<file path="config.mk">
export PLATFORM = sky130hd
export DESIGN_NAME = mem_arbiter
export DESIGN_NICKNAME = d
export VERILOG_FILES = /design/src/rtl/mem_arbiter.sv
export SDC_FILE = /design/constraint.sdc
export NUM_CORES = 1
export LEC_CHECK = 0
export CAP_MARGIN = 20
export CORE_AREA = 3 3 139 141
export CTS_BUF_LIST = sky130_fd_sc_hd__clkbuf_8
export DETAILED_ROUTE_END_ITERATION = 7
export DIE_AREA = 0 0 142 144
export GPL_TIMING_DRIVEN = 0
export PLACE_DENSITY_LB_ADDON = 0.15
export SLEW_MARGIN = 0
export SYNTH_ARGS = -nofsm -noshare
export SYNTH_HDL_FRONTEND = slang
export SYNTH_SLANG_ARGS = --single-unit
</file>
<file path="constraint.sdc">
create_clock -name CLK -period 3.86 [get_ports CLK]
set_input_delay 0.386 -clock CLK [delete_from_list [all_inputs] [get_ports CLK]]
set_output_delay 0.386 -clock CLK [all_outputs]
set_load 0.02 [all_outputs]
</file>
<file path="src/rtl/mem_arbiter.sv">
// Two-client round-robin arbiter in front of a single in-order memory port.
// Response ownership is tracked by a tag FIFO so replies return to the right client.
module mem_arbiter #(
  parameter int DEPTH = 4
) (
  input  logic                       CLK,
  input  logic                       RST,
  input  logic                       c0_req_valid,
  input  logic                       c1_req_valid,
  input  logic [67:0]                c0_req,
  input  logic [67:0]                c1_req,
  output logic                       c0_req_ready,
  output logic                       c1_req_ready,
  output logic                       c0_resp_valid,
  output logic                       c1_resp_valid,
  input  logic                       c0_resp_ready,
  input  logic                       c1_resp_ready,
  output logic [67:0]                c_resp,
  output logic                       mem_put_valid,
  input  logic                       mem_put_ready,
  output logic [67:0]                mem_put_request,
  output logic                       mem_get_valid,
  input  logic                       mem_get_ready,
  input  logic [67:0]                mem_get_response,
  output logic [$clog2(DEPTH):0]     outstanding,
  output logic                       err_orphan
);

  localparam int PW = $clog2(DEPTH);
  localparam int CW = PW + 1;
  localparam logic [CW-1:0] DepthC = CW'(DEPTH);

  logic          tags_q [DEPTH];
  logic [PW-1:0] wrPtr_q, wrPtr_d;
  logic [PW-1:0] rdPtr_q, rdPtr_d;
  logic [CW-1:0] count_q, count_d;
  logic          lastGrant_q, lastGrant_d;
  logic          err_q, err_d;

  logic grant1, notFull, empty, head, push, pop, active;

  always_comb begin
    active  = !RST;
    notFull = count_q < DepthC;
    empty   = count_q == '0;
    head    = tags_q[rdPtr_q];

    // On a tie, hand the port to whichever client did not win last time.
    if (c0_req_valid && c1_req_valid) grant1 = !lastGrant_q;
    else                              grant1 = c1_req_valid;

    c0_req_ready    = active && c0_req_valid && !grant1 && mem_put_ready && notFull;
    c1_req_ready    = active && c1_req_valid &&  grant1 && mem_put_ready && notFull;
    push            = c0_req_ready || c1_req_ready;
    mem_put_valid   = push;
    mem_put_request = grant1 ? c1_req : c0_req;

    // Only the head-tag client may see a response; the other waits behind it.
    c0_resp_valid = active && !empty && mem_get_ready && !head;
    c1_resp_valid = active && !empty && mem_get_ready &&  head;
    pop           = active && !empty && mem_get_ready &&
                    (head ? c1_resp_ready : c0_resp_ready);
    mem_get_valid = pop;
    c_resp        = mem_get_response;

    wrPtr_d     = push ? wrPtr_q + PW'(1) : wrPtr_q;
    rdPtr_d     = pop  ? rdPtr_q + PW'(1) : rdPtr_q;
    count_d     = count_q + CW'(push) - CW'(pop);
    lastGrant_d = push ? grant1 : lastGrant_q;
    err_d       = err_q || (mem_get_ready && empty);
  end

  always_ff @(posedge CLK) begin
    if (RST) begin
      wrPtr_q     <= '0;
      rdPtr_q     <= '0;
      count_q     <= '0;
      lastGrant_q <= 1'b1;
      err_q       <= 1'b0;
    end else begin
      wrPtr_q     <= wrPtr_d;
      rdPtr_q     <= rdPtr_d;
      count_q     <= count_d;
      lastGrant_q <= lastGrant_d;
      err_q       <= err_d;
    end
  end

  always_ff @(posedge CLK) begin
    if (push) tags_q[wrPtr_q] <= grant1;
  end

  assign outstanding = count_q;
  assign err_orphan  = err_q;

endmodule

</file>
==> summary.md <==
| Metric | Value |
|---|---|
| Status | `complete, no violations` |
| Setup TNS | `0 ns` |
| Diodes inserted | `0` |
| Vias per Instance | `3.55` |
| Core Box Area | `18,100 um2` |
| Final Net Count | `726` |
| MaxCap Viol Count | `0` |
| Io pins | `358` |
| Largest family of logic cells by synthesized area | `multiplexers` |
| Clock Skew | `0.00511 ns` |
| Slew HR | `0.666` |
| Die X-Extent | `142 um` |
| # H-tree levels | `1` |
| Routability congestion estimate | `0.754` |
| Unique masters post-synth | `30` |
| DIE AREA | `20,400 um2` |
| Detail Placement HPWL | `10.6 mm` |
| Dominant synthesized flop cell | `dfxtp_1` |
| Hold_sp | `err_orphan$_SDFF_PP0_` |
| Reg2reg start | `tags_q[0]$_DFFE_PP_` |
| Syn nets | `432` |
| Endpoint class of the critical path | `output port` |
| Adder-Cell Fraction of Synth Area | `0.0467` |
| Hold Path Sink | `err_orphan$_SDFF_PP0_` |
| Ys Warns | `0` |
| Data required, critical path | `3.47 ns` |
| Drt first pass iters | `3` |
| CTS max path bufs | `2` |
| Layout Cells excl Fill | `735` |
| Rows | `49` |
| Crit-path max FO | `10` |
| Residual DRC | `0` |
| Final Slew Violations | `0` |
| Largest net degree at the start of global routing | `14` |
| FF-to-FF path depth | `11` |
| Die Span Y | `144 um` |
| Initial core utilization | `0.113` |
| Area Overhead vs Synth | `158%` |
| Sequential fraction of the synthesis area | `0.167` |
| Asr flop ratio synth | `0` |
| R2r setup slk | `1.14 ns` |
| Worst R2R End | `outstanding[2]$_SDFF_PP0_` |
| Worst hold path class | `flip-flop to flip-flop` |
| Synth Register Bits | `15` |
| Area fraction in compound gates after synthesis | `0.0295` |
| Final Hold Slack | `0.486 ns` |
| Min Tclk post-route | `3.04 ns` |
| Number of DRC markers in iteration 0 | `59` |
| GRT Util Overall | `0.104` |
| WP data arrival | `2.65 ns` |
| Sink Count | `15` |
| Number of global-route vias before repair | `2,675` |
| Skew-Pair Late Insertion Delay | `0.24 ns` |
| Setup bufs post-CTS | `0` |
| CTS Root Cell | `clkbuf_8` |
| Synth Area in Simple Gates | `0.0669` |
| Share of cells above drive strength 1 | `0.178` |
| Cell area after synthesis | `2040 um2` |
| Routed WL per cell | `15.8 um` |
| WS Path Type | `input pin to output port` |
| Slew @ Worst Pin | `0.499 ns` |
| Clock tree from TritonCTS | `done` |
| Placed cell count | `731` |
| Clock slew seen by the registers of the worst setup and hold paths | `0.06 ns` |
| Hold depth | `2` |
| Fmax | `329 MHz` |
| CTS Buf Count | `3` |
| Mapped Cells | `213` |
| Number of flops mapped to enable cells by yosys | `4` |
| Resized Gates After CTS | `0` |
| Input/output buffers | `289` |
| Crit start category | `input pin` |
| Multiplexer area fraction after synthesis | `0.398` |
| Final ANT Viol Nets | `0` |
| VDD IR max | `0.000104 V` |
| RSZ-0062 raised after global routing | `false` |
| Static Leak | `2.07 nW` |
| Mean post-synth cell area | `9.57 um2` |
| Final hold vios | `0` |
| Final critical-path share of the clock period | `0.787` |
| Vias | `2,611` |
| Hold_buf cts | `0` |
| Pwr dens | `210 nW/um2` |
| Xor/xnor share of the synthesized area | `0.0129` |
| First-pass GRT wire length | `16.3 mm` |
| Routed wire length | `11.6 mm` |
| Final setup fails | `0` |
| Initial antenna violation count | `0` |
| Overflow left after global routing | `0` |
## through the flow
stage | util | worst slack [ns] | area (um2) | power, mW
CTS | 0.291 | 0.653 | 5260 | 1.13
global placement | 0.288 | 0.694 | 5220 | 0.992
global route | 0.291 | 0.556 | 5260 | 1.18
detailed placement | 0.288 | 0.659 | 5220 | 0.995
floorplan | - | 1.16 | 2040 | 0.568
finish | 0.291 | 0.824 | 5260 | 1.11
## cell usage in the layout (no fill, tap or decap), drive strengths merged, types with 2 or more instances in the layout
master	instances
nor2b	3
mux2i	2
dfxtp	11
a21oi	5
buf	75
o21ai	2
ha	6
clkdlybuf4s50	289
mux2	68
edfxtp	4
nand2	2
clkbuf	4
and2	5
inv	5
xnor2	2
nor2	8
or3	3
## power breakdown
part / switching (mW) / total, mW / internal (mW)
registers: 0.0193 / 0.200 / 0.181
clock network: 0.0530 / 0.124 / 0.0713
logic: 0.329 / 0.782 / 0.454
## per-layer routing
metal,vias up,global-route usage,part of all wire,wire length [um]
met3,4,0.0400,0.12,1390
met5,-,0,0,0
met1,1192,0.108,0.34,3940
met4,0,0.00707,0.0034,40
met2,171,0.204,0.54,6260
li1,1244,-,-,-
## layout make-up
cell class	count	area, um2
Timing Repair Buffer	289	2890
Sequential cell	15	340
Fill cell	1925	12800
Tap cell	229	287
Multi-Input combinational cell	117	1130
Inverter	5	18.8
Buffer	76	549
Clock inverter	1	5.00
Clock buffer	3	41.3
## cells by family after synthesis
logic type               Yosys count
AND/OR/NAND/NOR                   26
multiplexers                      71
flip-flops                        15
buffers and inverters             81
adder cells (fa/ha/maj)            7
XOR/XNOR                           3
AO/OA/AOI/OAI                     10
## critical path: stages
cell and delay [ns]:
clkdlybuf4s50_1 0.50, a21boi_2 0.42, buf_2 0.38, mux2_1 0.39, clkdlybuf4s50_1 0.56
## worst max path at each step
| stage | start | end | cells past startpoint |
|---|---|---|---|
| 2_1_floorplan | flip-flop | outstanding[2]$_SDFF_PP0_ | 11 |
| 3_3_place_gp | c1_req_valid | mem_put_request[37] | 5 |
| 3_5_place_dp | c1_req_valid | mem_put_request[19] | 5 |
| 4_1_cts | c1_req_valid | mem_put_request[19] | 5 |
| 5_1_grt | c1_req_valid | mem_put_request[67] | 5 |
| 6_report | c0_req_valid | mem_put_request[37] | 5 |
## synthesized netlist by cell type (3+ instances only)
library cell | number | area [um2]
nor2b_1 | 3 | 18.8
and2_1 | 5 | 31.3
dfxtp_1 | 11 | 220
or3_1 | 3 | 18.8
buf_2 | 7 | 35.0
mux2_2 | 8 | 90.1
nor2_1 | 8 | 30.0
inv_1 | 5 | 18.8
mux2_1 | 60 | 676
a21oi_1 | 5 | 25.0
buf_4 | 68 | 510
ha_1 | 6 | 75.1
edfxtp_1 | 4 | 120
Note: power is estimated with default switching activity, not from simulation.
